**config.mk**
```make
export PLATFORM = sky130hd
export DESIGN_NAME = round_key_store
export DESIGN_NICKNAME = d
export VERILOG_FILES = /design/src/rtl/round_key_store.sv
export SDC_FILE = /design/constraint.sdc
export NUM_CORES = 2
export LEC_CHECK = 0
export CAP_MARGIN = 15
export CORE_ASPECT_RATIO = 0.9
export CORE_MARGIN = 2
export CORE_UTILIZATION = 45
export DETAILED_ROUTE_END_ITERATION = 8
export PLACE_DENSITY = 0.61
export SYNTH_ARGS = -nofsm -noshare
export SYNTH_HDL_FRONTEND = slang
export SYNTH_SLANG_ARGS = --single-unit
```
**constraint.sdc**
```tcl
create_clock -name clk -period 2.85 [get_ports clk]
set_input_delay 0.57 -clock clk [delete_from_list [all_inputs] [get_ports clk]]
set_output_delay 0.57 -clock clk [all_outputs]
set_load 0.05 [all_outputs]
```
**src/rtl/round_key_store.sv**
```systemverilog
// Round key store: drives an external key expander through rounds 1..NR after a load request,
// captures each expanded round key into a local register file, and serves any stored round key
// to the cipher datapath with a fixed one-cycle read latency.
module round_key_store #(
  parameter int unsigned NR      = 10,
  parameter int unsigned TIMEOUT = 64
) (
  input  logic         clk,
  input  logic         rst_n,
  input  logic [127:0] key_in,
  input  logic         load_in,
  input  logic         en_de,
  output logic [127:0] kx_key,
  output logic         kx_start,
  output logic         kx_en_de,
  output logic [3:0]   kx_round,
  input  logic [127:0] kx_key_out,
  input  logic         kx_ready,
  input  logic [3:0]   rd_round,
  output logic [127:0] rd_key,
  output logic         keys_valid,
  output logic         busy,
  output logic         err
);

  localparam int unsigned CntW = $clog2(TIMEOUT + 1);
  localparam logic [3:0] LastRound = 4'(NR);
  // Last WAIT count before giving up: the TIMEOUT-th empty WAIT cycle moves to ERR.
  localparam logic [CntW-1:0] CntLast = CntW'(TIMEOUT - 1);

  typedef enum logic [2:0] {StIdle, StReq, StWait, StDone, StErr} state_e;

  state_e          state_q;
  logic [3:0]      r_q;
  logic [CntW-1:0] cnt_q;
  logic [127:0]    store_q [NR+1];
  logic [127:0]    kx_key_q;
  logic            kx_start_q;
  logic            kx_en_de_q;
  logic [127:0]    rd_key_q;
  logic            keys_valid_q;
  logic            busy_q;
  logic            err_q;

  // Schedule build FSM with registered handshake outputs and key store writes.
  always_ff @(posedge clk or negedge rst_n) begin
    if (!rst_n) begin
      state_q      <= StIdle;
      r_q          <= 4'd0;
      cnt_q        <= '0;
      kx_key_q     <= 128'h0;
      kx_start_q   <= 1'b0;
      kx_en_de_q   <= 1'b0;
      keys_valid_q <= 1'b0;
      busy_q       <= 1'b0;
      err_q        <= 1'b0;
      for (int i = 0; i <= int'(NR); i++) begin
        store_q[i] <= 128'h0;
      end
    end else begin
      unique case (state_q)
        StIdle: begin
          if (load_in) begin
            kx_key_q     <= key_in;
            store_q[0]   <= key_in;
            kx_en_de_q   <= en_de;
            keys_valid_q <= 1'b0;
            err_q        <= 1'b0;
            r_q          <= 4'd1;
            busy_q       <= 1'b1;
            kx_start_q   <= 1'b1;
            state_q      <= StReq;
          end
        end
        StReq: begin
          // Any kx_ready seen here is stale from the previous round and is ignored.
          kx_start_q <= 1'b0;
          cnt_q      <= '0;
          state_q    <= StWait;
        end
        StWait: begin
          if (kx_ready) begin
            store_q[r_q] <= kx_key_out;
            if (r_q == LastRound) begin
              state_q <= StDone;
            end else begin
              r_q        <= r_q + 4'd1;
              kx_start_q <= 1'b1;
              state_q    <= StReq;
            end
          end else if (cnt_q == CntLast) begin
            state_q <= StErr;
          end else begin
            cnt_q <= cnt_q + 1'b1;
          end
        end
        StDone: begin
          keys_valid_q <= 1'b1;
          busy_q       <= 1'b0;
          state_q      <= StIdle;
        end
        StErr: begin
          err_q   <= 1'b1;
          busy_q  <= 1'b0;
          state_q <= StIdle;
        end
        default: state_q <= StIdle;
      endcase
    end
  end

  // Read port: one-cycle latency, zero for out-of-range index or incomplete schedule.
  always_ff @(posedge clk or negedge rst_n) begin
    if (!rst_n) begin
      rd_key_q <= 128'h0;
    end else if (keys_valid_q && (rd_round <= LastRound)) begin
      rd_key_q <= store_q[rd_round];
    end else begin
      rd_key_q <= 128'h0;
    end
  end

  assign kx_key     = kx_key_q;
  assign kx_start   = kx_start_q;
  assign kx_en_de   = kx_en_de_q;
  assign kx_round   = r_q;
  assign rd_key     = rd_key_q;
  assign keys_valid = keys_valid_q;
  assign busy       = busy_q;
  assign err        = err_q;

endmodule
```
==> results.md <==
- Async S/R FF share, synth: 1.000
- Crit. End Element: output port
- Post-synthesis instance total: 4979
- Top cell family by delay on the critical path: buffers and inverters
- Max Clk Rate: 360.5 MHz
- Post-synth cell types: 50
- Min Tclk post-route: 2.774 ns
- Arr. time, crit path: 2.20 ns
- Register bit total from synthesis: 1683
- PortBufs: 529
- Root buf cell: clkbuf_16
- Post-DP Area: 81750 um2
- Synth top area share: 0.5788
- P_leak: 40.84 nW
- Number of global-route vias before repair: 47280
- Clk_lat worst skew: 0.83 ns
- Status: complete, no violations
- CTS buffer count: 177
- Vias per inst: 5.752
- Slowest-stage cell, CP: clkdlybuf4s50_1
- DP Cell Count: 7353
- Setup crit start kind: register
- Max incr delay on CP: 0.87 ns
- Placeable Area: 160000 um2
- Wl on met1: 88.42 mm
- Final Setup Violations: 0
- Drt first pass iters: 5
- Post-CTS Setup Inserts: 0
- Area grow syn2layout: 20.57%
- Syn nets: 5249
- Nets: 5688
- Crit path buf inv count: 1
- Max_slew headroom: 0.4686
- Clk buf depth: 3
- Commonest non-fill, non-tap cell in the layout: dfrtp_1
- Routability cong.: 0.7674
- EDFF count, synth: 0
- Sequential fraction of the synthesis area: 0.5788
- Design area: 87730 um2
- Top FF cell, synth: dfrtp_1
- Pre-CTS setup slack: -0.03421 ns
- CTS tree: built
- Wire per inst: 25.93 um
- Mapped cell area: 72760 um2
- Starting Density: 0.4548
- Htree depth: 4
- Initial antenna violation count: 3
- Top sig layer: met5
- Worst Path Max Fanout: 1
- First-pass GRT wire length: 305.2 mm
- Final Hold Viols: 0
- DRT Wirelength: 199.1 mm
- CTS clock-pin slew for the worst setup and hold paths: 0.06 ns
- Largest net degree at the start of global routing: 128
- # rows: 139
- Synth area leader: dfrtp_1
- GR Util All Layers: 0.2432
- Synth Area per Inst: 14.61 um2
- Hold/Removal Path Class: in2reg
- Final cell count without fillers: 7676
- Num ports: 530
- Share of cells above drive strength 1: 0.3958
- VDD IR max: 0.6982 mV
- Full die area: 164900 um2
- Gr ovfl total: 0
- Final Cycle Share: 0.9734
- Worst slew pin tran: 0.7972 ns
- Clk sink count: 1683
- Vias: 44150
- DP Wirelength: 126.3 mm
- DRT antenna net count: 0
- First DRT Iteration DRCs: 2738
- Skew final: 0.02942 ns
- Metal3 WL: 7.046 mm
- Critical Path RT: 2.28 ns
- Syn. warnings: 0
- Final core occ: 0.5483
- Max Slew Vio Count: 0
- Worst path cell trace: clkdlybuf4s50_1
- DR DRC count: 0
- Cell Pwr Density: 886.0 nW/um2
- Met2 routed WL: 99.30 mm
- Most frequent cells in the layout: dfrtp_1 (1683), mux2_2 (1409), clkdlybuf4s50_1 (521)
- Setup CP Type: reg2out
- RSZ-0062 raised after global routing: false
- Fin worst setup slack: 0.07585 ns
- Top post-synthesis cells by area: dfrtp_1 (58%), mux2_2 (22%), mux4_2 (7.9%)
- Max_cap viols: 0
- Die Wd: 427.9 um
- Die height: 385.5 um
metrics by stage:
step	setup TNS (ns)	power [mW]	hold slack, ns
after floorplan	0	47.24	0.2744
final	0	77.73	0.2876
after global placement	0	54.14	0.4439
after global routing	0	81.42	0.2736
after detailed placement	-0.3325	54.73	0.4594
after CTS	0	78.49	0.2097
final timing paths:
check	slack (ns)	depth (start not counted)	from	end
max in group asynchronous	1.45	3	rst_n	store_q[426]
worst min register to register	0.47	1	cnt_q[6]	state_q[2]
min in group asynchronous	0.32	2	rst_n	store_q[1370]
worst min-delay path	0.29	3	rd_round[2]	rd_key[84]
worst max register to register	0.25	8	kx_round[0]	store_q[1301]
worst max-delay path	0.08	1	rd_key[117]	rd_key[117]
synth_stat cells (3+ instances only):
cell      count
mux4_2      256
nand2b_1      3
mux2_2     1409
buf_1        16
inv_1         9
a22oi_1     128
nor2_1       14
clkbuf_1    269
nand2_1     144
buf_2       197
nor3_1      130
o21ai_1      40
a21oi_1     135
mux2i_1     134
o21ai_0     219
buf_6        17
a31oi_1       3
ha_1          5
nand3_1       6
o22ai_1     128
dfrtp_1    1683
state kept, by name, indices dropped and copies added (netlist names):
register    flops
state_q         3
kx_key        128
err             1
kx_en_de        1
kx_start        1
cnt_q           7
busy            1
kx_round        4
keys_valid      1
rd_key        128
store_q      1408
tightest hold or removal path, stage by stage:
cell,delay [ns]
buf_8,0.18
nand4_1,0.12
o31ai_1,0.13
layout make-up:
cell class / count / area, um2
clock buffer: 274 / 5358
timing repair buffer: 760 / 8484
fill: 13150 / 72270
clock inverter: 46 / 611.8
tap: 2115 / 2646
sequential: 1683 / 42120
inverter: 9 / 33.78
antenna: 2 / 5.005
multi-input combinational: 2787 / 28480
metal layers:
layer	global-route usage	up-vias
li1	-	19230
met1	0.3310	23770
met2	0.4131	902
met3	0.03446	252
met4	0.06101	2
met5	0	-
where the power goes:
| part | switching [mW] | total (mW) | internal, mW | leakage (nW) |
|---|---|---|---|---|
| registers | 3.38 | 33.6 | 30.2 | 22.5 |
| clock network | 9.88 | 23.5 | 13.6 | 2.93 |
| logic | 10.8 | 20.7 | 9.86 | 15.4 |
repair_timing:
action	4_1_cts	5_1_grt
hold buffers	1	0
setup endpoints to repair	3	0
gates resized for setup	3	0
hold endpoints to repair	36	0
cells by family after synthesis:
kind of cell,Yosys count,synth area share
compound gates,666,0.05317
xor+xnor,1,0.0001204
mux,1799,0.3157
simple gates,316,0.01986
fa+ha+maj,5,0.0008598
flops,1683,0.5788
buf+inv,509,0.03145
Note: power is estimated with default switching activity, not from simulation.
